==> config.mk <==
export PLATFORM = sky130hd
export DESIGN_NAME = keypad_code_tx_flat
export DESIGN_NICKNAME = d
export VERILOG_FILES = /design/src/rtl/keypad_pkg.sv /design/src/rtl/keypad_code_tx_if.sv /design/src/rtl/btn_debounce.sv /design/src/rtl/keypad_code_tx.sv /design/src/flat_wrapper.sv
export SDC_FILE = /design/constraint.sdc
export NUM_CORES = 1
export LEC_CHECK = 0
export ABC_CLOCK_PERIOD_IN_PS = 2600
export CAP_MARGIN = 25
export CELL_PAD_IN_SITES_DETAIL_PLACEMENT = 1
export CELL_PAD_IN_SITES_GLOBAL_PLACEMENT = 2
export CORE_MARGIN = 3
export CORE_UTILIZATION = 40
export CTS_BUF_LIST = sky130_fd_sc_hd__clkbuf_8
export CTS_CLUSTER_SIZE = 12
export DETAILED_ROUTE_END_ITERATION = 10
export PLACE_DENSITY = 0.81
export SYNTH_ARGS = -nofsm -noshare
export SYNTH_HDL_FRONTEND = slang
export SYNTH_SLANG_ARGS = --single-unit
export TNS_END_PERCENT = 50
==> constraint.sdc <==
create_clock -name clk -period 2.6 [get_ports clk]
set_input_delay 0.39 -clock clk [delete_from_list [all_inputs] [get_ports clk]]
set_output_delay 0.39 -clock clk [all_outputs]
set_load 0.02 [all_outputs]
==> src/rtl/keypad_pkg.sv <==
// rtl/keypad_pkg.sv - key codes, press-FSM states and a clog2 helper for the keypad front end
package keypad_pkg;

  localparam logic [1:0] KEY_B0 = 2'd0;
  localparam logic [1:0] KEY_B1 = 2'd1;
  localparam logic [1:0] KEY_B2 = 2'd2;
  localparam logic [1:0] KEY_B3 = 2'd3;

  typedef enum logic [1:0] {
    IDLE     = 2'd0,
    FIRE     = 2'd1,
    WAIT_REL = 2'd2
  } press_state_e;

  // Bits needed to hold the values 0 .. value-1; returns 0 for value <= 1.
  function automatic int clog2(input longint unsigned value);
    int result;
    result = 0;
    for (int i = 0; i < 64; i++) begin
      if ((64'd1 << i) < value) result = i + 1;
    end
    return result;
  endfunction

endpackage

==> src/rtl/keypad_code_tx_if.sv <==
// rtl/keypad_code_tx_if.sv - key strobe and inactivity signals shared with the password FSM
interface keypad_code_tx_if;
  logic       S_INATI;
  logic [1:0] COD;
  logic       EN;
  logic       TEMP_INATI;

  modport master (output COD, output EN, output TEMP_INATI, input S_INATI);
  modport slave  (input COD, input EN, input TEMP_INATI, output S_INATI);
endinterface

==> src/rtl/btn_debounce.sv <==
// rtl/btn_debounce.sv - one-button 2-FF synchronizer, polarity normaliser and debouncer
module btn_debounce
  import keypad_pkg::*;
#(
  parameter int DEB_CYCLES = 500000,
  parameter bit ACTIVE_LOW = 1'b1
) (
  input  logic clk,
  input  logic rst_n,
  input  logic btn_raw,
  output logic pressed
);

  localparam int  CW_RAW  = clog2(64'(DEB_CYCLES));
  localparam int  CW      = (CW_RAW < 1) ? 1 : CW_RAW;
  localparam logic REL_RAW = ACTIVE_LOW;

  logic          sync1_q, sync1_d;
  logic          sync2_q, sync2_d;
  logic          deb_q, deb_d;
  logic [CW-1:0] cnt_q, cnt_d;
  logic          lvl;

  always_comb begin
    sync1_d = btn_raw;
    sync2_d = sync1_q;
    lvl     = sync2_q ^ ACTIVE_LOW;
    deb_d   = deb_q;
    cnt_d   = '0;
    // Count only while the synchronized level disagrees; any agreement restarts it.
    if (lvl != deb_q) begin
      if (cnt_q == CW'(DEB_CYCLES - 1)) begin
        deb_d = lvl;
      end else begin
        cnt_d = cnt_q + 1'b1;
      end
    end
  end

  always_ff @(posedge clk) begin
    if (!rst_n) begin
      sync1_q <= REL_RAW;
      sync2_q <= REL_RAW;
      deb_q   <= 1'b0;
      cnt_q   <= '0;
    end else begin
      sync1_q <= sync1_d;
      sync2_q <= sync2_d;
      deb_q   <= deb_d;
      cnt_q   <= cnt_d;
    end
  end

  assign pressed = deb_q;

endmodule

==> src/rtl/keypad_code_tx.sv <==
// rtl/keypad_code_tx.sv - debounced keypad to COD/EN strobes plus inactivity timeout
module keypad_code_tx
  import keypad_pkg::*;
#(
  parameter int DEB_CYCLES     = 500000,
  parameter int TIMEOUT_CYCLES = 250000000,
  parameter bit BTN_ACTIVE_LOW = 1'b1
) (
  input  logic               clk,
  input  logic               rst_n,
  input  logic [3:0]         BTN,
  keypad_code_tx_if.master   kif
);

  localparam int TW_RAW = clog2(64'(TIMEOUT_CYCLES));
  localparam int TW     = (TW_RAW < 1) ? 1 : TW_RAW;

  logic [3:0] deb;

  for (genvar i = 0; i < 4; i++) begin : g_btn
    btn_debounce #(
      .DEB_CYCLES (DEB_CYCLES),
      .ACTIVE_LOW (BTN_ACTIVE_LOW)
    ) u_deb (
      .clk     (clk),
      .rst_n   (rst_n),
      .btn_raw (BTN[i]),
      .pressed (deb[i])
    );
  end

  logic [2:0] n_pressed;
  logic [1:0] key_idx;

  always_comb begin
    n_pressed = '0;
    key_idx   = KEY_B0;
    for (int i = 0; i < 4; i++) begin
      if (deb[i]) begin
        n_pressed = n_pressed + 3'd1;
        key_idx   = 2'(i);
      end
    end
  end

  press_state_e state_q, state_d;
  logic [1:0]   cod_q, cod_d;
  logic         en;

  // COD is loaded on entry to FIRE so it is already valid while EN is high.
  always_comb begin
    state_d = state_q;
    cod_d   = cod_q;
    unique case (state_q)
      IDLE: begin
        if (n_pressed == 3'd1) begin
          state_d = FIRE;
          cod_d   = key_idx;
        end else if (n_pressed > 3'd1) begin
          state_d = WAIT_REL;
        end
      end
      FIRE:     state_d = WAIT_REL;
      WAIT_REL: if (n_pressed == 3'd0) state_d = IDLE;
      default:  state_d = IDLE;
    endcase
  end

  assign en = (state_q == FIRE);

  logic [TW-1:0] cnt_q, cnt_d;
  logic          temp_q, temp_d;

  // A fresh key press restarts the inactivity window even at the limit.
  always_comb begin
    cnt_d  = cnt_q;
    temp_d = temp_q;
    if (!kif.S_INATI || en) begin
      cnt_d  = '0;
      temp_d = 1'b0;
    end else if (cnt_q == TW'(TIMEOUT_CYCLES - 1)) begin
      temp_d = 1'b1;
    end else begin
      cnt_d = cnt_q + 1'b1;
    end
  end

  always_ff @(posedge clk) begin
    if (!rst_n) begin
      state_q <= IDLE;
      cod_q   <= KEY_B0;
      cnt_q   <= '0;
      temp_q  <= 1'b0;
    end else begin
      state_q <= state_d;
      cod_q   <= cod_d;
      cnt_q   <= cnt_d;
      temp_q  <= temp_d;
    end
  end

  assign kif.COD        = cod_q;
  assign kif.EN         = en;
  assign kif.TEMP_INATI = temp_q;

endmodule
==> src/flat_wrapper.sv <==
// flat-port wrapper written by rule: the top's interface ports become plain ports
module keypad_code_tx_flat import keypad_pkg::*;
#(
  parameter int DEB_CYCLES     = 500000,
  parameter int TIMEOUT_CYCLES = 250000000,
  parameter bit BTN_ACTIVE_LOW = 1'b1
)
  (clk, rst_n, BTN, kif_COD, kif_EN, kif_TEMP_INATI, kif_S_INATI);
  keypad_code_tx_if kif_i ();
  input  logic clk;
  input  logic rst_n;
  input  logic [3:0] BTN;
  output wire logic [$bits(kif_i.COD)-1:0] kif_COD;
  output wire logic [$bits(kif_i.EN)-1:0] kif_EN;
  output wire logic [$bits(kif_i.TEMP_INATI)-1:0] kif_TEMP_INATI;
  input wire logic [$bits(kif_i.S_INATI)-1:0] kif_S_INATI;
  assign kif_COD = kif_i.COD;
  assign kif_EN = kif_i.EN;
  assign kif_TEMP_INATI = kif_i.TEMP_INATI;
  assign kif_i.S_INATI = kif_S_INATI;
  keypad_code_tx #(.DEB_CYCLES(DEB_CYCLES), .TIMEOUT_CYCLES(TIMEOUT_CYCLES), .BTN_ACTIVE_LOW(BTN_ACTIVE_LOW)) u_core (.clk(clk), .rst_n(rst_n), .BTN(BTN), .kif(kif_i));
endmodule
==> results.py, run 1 <==
metrics = {
    "clock_tree": {
        "cts_max_level": 4,
        "cts_resized": 0,
        "clockBufferDepth": 2,
        "post_cts_buffers": 0,
        "clkLatencyLatePin_ns": 0.44,
        "numClockSinks": 121,
        "numCtsBuffers": 17,
        "cts_tree": "done",
        "clkTransAtPathRegs_ns": 0.07,
        "hold_buffers": 0,
        "cts_root_buffer": "clkbuf_8",
    },
    "global_route": {
        "grt_max_degree": 28,
        "grt_pass1_vias": 4277,
        "grt_pass1_wl_um": 19490,
        "grt_overflow": 0,
        "antenna_found_initial": 0,
        "grt.total_usage_pct": 16.51,
    },
    "drt": {
        "wl_per_cell_um": 13.75,
        "wl_um": 11110,
        "drtIter0Drc": 140,
        "drc": 0,
        "first_pass_iters": 4,
        "drtAntennaViolNets": 0,
        "viasPerCell": 5.111,
        "route.vias.total": 4130,
    },
    "worst_setup_path": {
        "critical_path_peak_fanout": 4,
        "path_cells": "nand2b_1, inv_1, clkdlybuf4s50_1",
        "slowest_stage": "clkdlybuf4s50_1",
        "worst-setup-path-type": "flip-flop to output pin",
        "cp.required_ns": 2.21,
        "arrival_ns": 1.67,
        "slowest_delay_ns": 0.61,
        "end_kind": "output pin",
        "cp-start-kind": "flip-flop",
    },
    "timing": {
        "slew_violations": 0,
        "rsz0062_at_grt": "false",
        "min_period_ns": 2.058,
        "period_share_pct": 79.16,
        "hold_viol": 0,
        "max_freq_mhz": 485.9,
        "setup_viol": 0,
        "fin_worst_skew_ns": 0.007886,
        "max_slew_margin_pct": 58.94,
        "final.setup.tns_ns": 0,
        "worst_slew_pin_slew_ns": 0.6112,
    },
    "logic_synthesis": {
        "syn-cell-area_sq_um": 5340,
        "avgSynthCellArea_sq_um": 8.812,
        "synth_cells": 606,
        "synth_edf_count": 0,
        "synth_async_sr_flop_share_pct": 0,
        "ys_warn_count": 0,
        "ys_seq_elements": 121,
        "yosysUniqueCellTypes": 47,
        "synth-seq-area-share_pct": 45.36,
        "syn-num-nets": 621,
        "synth_flop_cell": "dfxtp_1",
    },
    "floorplan": {
        "chipWidth_um": 121.5,
        "core_area_sq_um": 12820,
        "die-area_sq_um": 14770,
        "fp-row-count": 41,
        "start_util_pct": 41.64,
        "ios": 11,
        "die_y_um": 121.5,
    },
    "place": {
        "dpl-instance-area_sq_um": 5598,
        "io_buffer_count": 10,
        "gp_congestion": 0.7489,
        "dp_hpwl_um": 7954,
    },
    "layout": {
        "fin_area_sq_um": 6053,
        "nets": 638,
        "drive_gt1_share_pct": 6.918,
        "fillers": 1515,
        "area_growth_pct": 13.36,
        "insertedDiodeCount": 0,
    },
    "pwr": {
        "cellPowerDensity_nw_per_um2": 634.3,
        "peakVddDrop_mv": 0.3276,
        "cellLeakagePower_nw": 2.100,
    },
    "run_status": {
        "outcome": "complete, no violations",
    },
    "job": {
        "max-cap-violations": 0,
    },
    "min_path": {
        "hp-class": "flip-flop to flip-flop",
    },
}
==> metal layers <==
metal,track usage (%),vias up,wire length (um)
met1,19.96,2010,5235
met4,6.162,0,119
met2,27.22,25,5468
li1,-,2086,-
met5,0,-,0
met3,5.710,9,289
==> cell type report <==
class	instances	area (sq um)	share of cell area, %
clock buffers	20	275.3	4.547
well taps	172	215.2	3.555
clock inverters	12	180.2	2.976
multi-input cells	449	2755	45.51
inverters	20	75.07	1.240
repair buffers	14	130.1	2.150
flip-flops and latches	121	2422	40.02
==> Yosys cell counts (all sizes together) (2+ instances only) <==
cell type	instances	area share (%)
and4b	2	0.37
xor2	56	9.2
nand3b	2	0.28
nand4	28	3.6
ha	8	1.9
nor4b	4	0.66
inv	20	1.4
and2	6	0.70
and4	8	1.3
nor4	10	1.7
dfxtp	121	45
nor2	126	8.9
nand3	44	4.1
a31oi	2	0.23
clkbuf	5	0.35
and3	17	2.0
nand2b	11	1.3
nor2b	2	0.23
or3	4	0.47
nand2	36	2.5
buf	11	1.3
mux2i	5	0.94
a221oi	2	0.33
nor3	11	1.2
or2	4	0.47
a21oi	7	0.66
o21ai	6	0.56
xnor2	37	6.1
==> power by group <==
part	switching (mW)	total, mW	internal (mW)
Sequential	0.00541	1.87	1.86
Combinational	0.0290	0.0492	0.0202
Clock	0.724	1.92	1.20
==> placed cells by master, fill, tap and decap left out, types with 7 or more instances in the layout <==
master,n
a21oi_1,7
and3_1,17
and4_1,8
clkbuf_8,20
clkdlybuf4s50_1,10
dfxtp_1,121
ha_1,8
inv_1,24
nand2_1,36
nand2b_1,11
nand3_1,44
nand4_1,25
nor2_1,125
nor3_1,9
nor4_1,8
xnor2_1,37
xor2_1,56
==> critical path: cells and delay by family, from the launching register on <==
kind	cells	cell delay, ns
buffers and inverters	2	0.71
flip-flops	1	0.33
AND/OR/NAND/NOR	1	0.18
==> flip-flops by register name, indices dropped and copies added (netlist names) <==
register / cells
u_core.g_btn.u_deb.pressed: 4
u_core.state_q: 2
u_core.g_btn.u_deb.cnt_q: 76
u_core.g_btn.u_deb.sync2_q: 4
u_core.g_btn.u_deb.sync1_q: 4
u_core.cnt_q: 28
u_core.kif.TEMP_INATI: 1
u_core.kif.COD: 2
==> final timing paths <==
check	start	endpoint	slack (ns)	cells after the start
min reg2reg	u_core.g_btn[3].u_deb.sync1_q	u_core.g_btn[3].u_deb.sync2_q	0.41	1
max	u_core.state_q[1]	kif_EN	0.54	3
min	u_core.g_btn[3].u_deb.sync1_q	u_core.g_btn[3].u_deb.sync2_q	0.41	1
max reg2reg	u_core.g_btn[1].u_deb.pressed	u_core.kif.COD[0]	0.55	7
==> through the flow <==
stage                     cells  util [%]  hold WS, ns  power [mW]  setup slack, ns
after floorplan             606         -       0.3863       1.941           0.7418
after global placement      776     43.65       0.3925       1.958           0.5737
after detailed placement    776     43.65       0.3940       1.961           0.5211
after CTS                   808     47.20       0.4110       3.898           0.4975
after global routing        808     47.20       0.4405       3.993           0.3663
final                       808     47.20       0.4110       3.840           0.5419
==> logic make-up (layout without fill, tap and decap cells) <==
kind of cell	after synthesis	in the layout	share of synthesized area, %
and+or+nand+nor	319	319	30.60
DFF	121	121	45.36
AOI/OAI and AO/OA	23	23	2.718
adders and majority gates	8	8	1.874
buffers and inverters	36	66	3.046
xor gates and xnor gates	93	93	15.25
muxes	6	6	1.148
(Power assumes the default switching activity.)
==> run 2, diff against run 1 <==
--- a/config.mk
+++ b/config.mk
@@ -5,16 +5,16 @@
 export SDC_FILE = /design/constraint.sdc
 export NUM_CORES = 1
 export LEC_CHECK = 0
-export ABC_CLOCK_PERIOD_IN_PS = 2600
+export ABC_CLOCK_PERIOD_IN_PS = 1800
 export CAP_MARGIN = 25
 export CELL_PAD_IN_SITES_DETAIL_PLACEMENT = 1
 export CELL_PAD_IN_SITES_GLOBAL_PLACEMENT = 2
 export CORE_MARGIN = 3
-export CORE_UTILIZATION = 40
+export CORE_UTILIZATION = 37
 export CTS_BUF_LIST = sky130_fd_sc_hd__clkbuf_8
 export CTS_CLUSTER_SIZE = 12
 export DETAILED_ROUTE_END_ITERATION = 10
-export PLACE_DENSITY = 0.81
+export PLACE_DENSITY = 0.78
 export SYNTH_ARGS = -nofsm -noshare
 export SYNTH_HDL_FRONTEND = slang
 export SYNTH_SLANG_ARGS = --single-unit
==> constraint.sdc (replaced) <==
create_clock -name clk -period 1.8 [get_ports clk]
set_input_delay 0.27 -clock clk [delete_from_list [all_inputs] [get_ports clk]]
set_output_delay 0.27 -clock clk [all_outputs]
set_load 0.02 [all_outputs]
==> results.py, run 2 (same netlist as run 1, synthesis figures left out) <==
metrics = {
    "min_path": {
        "hp-class": "flip-flop to flip-flop",
        "holdPathEnd": "u_core.g_btn[3].u_deb.sync2_q",
        "hold_depth": 1,
        "min_from": "u_core.g_btn[3].u_deb.sync1_q",
    },
    "layout": {
        "final_common_cell": "nor2_1",
        "fin_area_sq_um": 6362,
        "layout_common_cells": "nor2_1 (125), dfxtp_1 (117), xor2_1 (55), nand3_1 (44), xnor2_1 (37)",
        "ff_latch_area_sq_um": 2427,
        "area_growth_pct": 19.14,
        "multi_input_area_sq_um": 2889,
        "utilization_pct": 45.48,
        "insertedDiodeCount": 0,
        "top_regs": "u_core.g_btn.u_deb.cnt_q (76), u_core.cnt_q (28)",
        "fillers": 1650,
        "instances_no_fill": 844,
        "nets": 670,
        "drive_gt1_share_pct": 14.61,
        "largest-register": "u_core.g_btn.u_deb.cnt_q",
        "largest_reg_flops": 76,
    },
    "place": {
        "gp_congestion": 0.7661,
        "dpl-instance-area_sq_um": 5877,
        "dpl.cell_count": 812,
        "io_buffer_count": 10,
        "dp_hpwl_um": 8065,
        "pre_cts_ws_ns": -0.08038,
    },
    "timing": {
        "period_share_pct": 98.86,
        "max_slew_margin_pct": 70.59,
        "rsz0062_at_grt": "true",
        "slew_violations": 0,
        "whs_ns": 0.4085,
        "fin_worst_skew_ns": 0.006199,
        "max_freq_mhz": 561.9,
        "hold_viol": 0,
        "min_period_ns": 1.780,
        "fin_ws_ns": 0.02047,
        "setup_viol": 0,
        "worst_slew_pin_slew_ns": 0.4395,
        "final.setup.tns_ns": 0,
    },
    "pwr": {
        "p_sw_share_pct": 21.23,
        "peakVddDrop_mv": 0.4831,
        "finalPower_mw": 4.893,
        "p_int_mw": 3.854,
        "power.switching_mw": 1.039,
        "p_comb_share_pct": 1.8,
        "cellLeakagePower_nw": 2.244,
        "cellPowerDensity_nw_per_um2": 769.0,
        "p_seq_share_pct": 55.1,
        "clkPwrFrac_pct": 43.1,
    },
    "floorplan": {
        "core_area_sq_um": 13990,
        "start_util_pct": 38.18,
        "die-area_sq_um": 15910,
        "die_y_um": 126.1,
        "ios": 11,
        "chipWidth_um": 126.1,
        "fp-row-count": 43,
    },
    "worst_setup_path": {
        "cp.required_ns": 2.11,
        "arrival_ns": 2.09,
        "r2r_cells": 9,
        "end_kind": "flip-flop",
        "critical_path_peak_fanout": 3,
        "worst-setup-path-type": "flip-flop to flip-flop",
        "r2r_end": "u_core.kif.COD[0]",
        "startpoint": "u_core.g_btn[1].u_deb.pressed",
        "r2r_setup_slack_ns": 0.02,
        "r2r-start": "u_core.g_btn[1].u_deb.pressed",
        "cp-start-kind": "flip-flop",
    },
    "global_route": {
        "antenna_found_initial": 0,
        "grt_pass1_vias": 4358,
        "grt_pass1_wl_um": 19910,
        "grt.total_usage_pct": 15.20,
        "grt_overflow": 0,
        "grt_max_degree": 28,
    },
    "drt": {
        "wl_um": 11430,
        "drtAntennaViolNets": 0,
        "viasPerCell": 5.041,
        "wl_per_cell_um": 13.55,
        "drtIter0Drc": 148,
        "drc": 0,
        "route.vias.total": 4255,
        "first_pass_iters": 4,
    },
    "run_status": {
        "outcome": "complete, no violations",
    },
    "clock_tree": {
        "cts_max_level": 4,
        "clkTransAtPathRegs_ns": 0.06,
        "numClockSinks": 121,
        "clkLatencyLatePin_ns": 0.44,
        "cts_tree": "done",
        "cts_root_buffer": "clkbuf_8",
        "numCtsBuffers": 17,
        "clockBufferDepth": 2,
    },
    "job": {
        "max-cap-violations": 0,
    },
}
[run 2: cell count changes in the layout (fill, tap and decap cells not counted), moves of 4 or more]
cell,change
buf_4,+29
bufinv_16,-5
inv_1,-5
dfxtp_1,-4
dfxtp_2,+4
[run 2: critical path: stages (launching register included)]
cell      delay (ns)
dfxtp_2         0.35
inv_2           0.05
ha_4            0.28
nand2b_4        0.14
nand2_4         0.06
ha_4            0.16
xor2_2          0.14
a31o_4          0.24
a31oi_1         0.16
a311oi_1        0.06
[run 2: routing by layer]
metal / wire length [um] / share of wire (%) / track usage (%)
met2: 5602 / 49 / 25.23
met5: 0 / 0 / 0
met1: 5392 / 47 / 18.43
met3: 320 / 2.8 / 5.216
met4: 118 / 1.0 / 5.174
[run 2: repair_timing]
item,CTS,global route
endpoints found under the setup margin,5,46
pin swaps,2,9
setup buffers,0,4
gates cloned,0,0
hold buffers,0,0
gates resized for setup,5,24
[run 2: layout make-up]
cell class	count	area share, %
multi-input cells	449	45.41
clock inverters	5	0.3540
well taps	180	3.540
flip-flops and latches	121	38.15
inverters	20	1.180
repair buffers	46	6.391
clock buffers	23	4.975
[run 2: how the worst max path moves through the flow]
stage | end | cells past startpoint
after detailed placement | u_core.kif.COD[0] | 9
after floorplan | u_core.kif.COD[0] | 9
after CTS | u_core.kif.COD[0] | 9
final | u_core.kif.COD[0] | 9
after global routing | u_core.kif.COD[0] | 9
after global placement | u_core.kif.COD[0] | 9
[run 2: power by group through the flow]
stage	Combinational, mW	Clock (mW)	Sequential [mW]
after floorplan	0.0470	0	2.76
after CTS	0.0865	2.20	2.70
after global placement	0.0840	0	2.76
final	0.0863	2.11	2.70
after global routing	0.0970	2.33	2.70
after detailed placement	0.0857	0	2.76
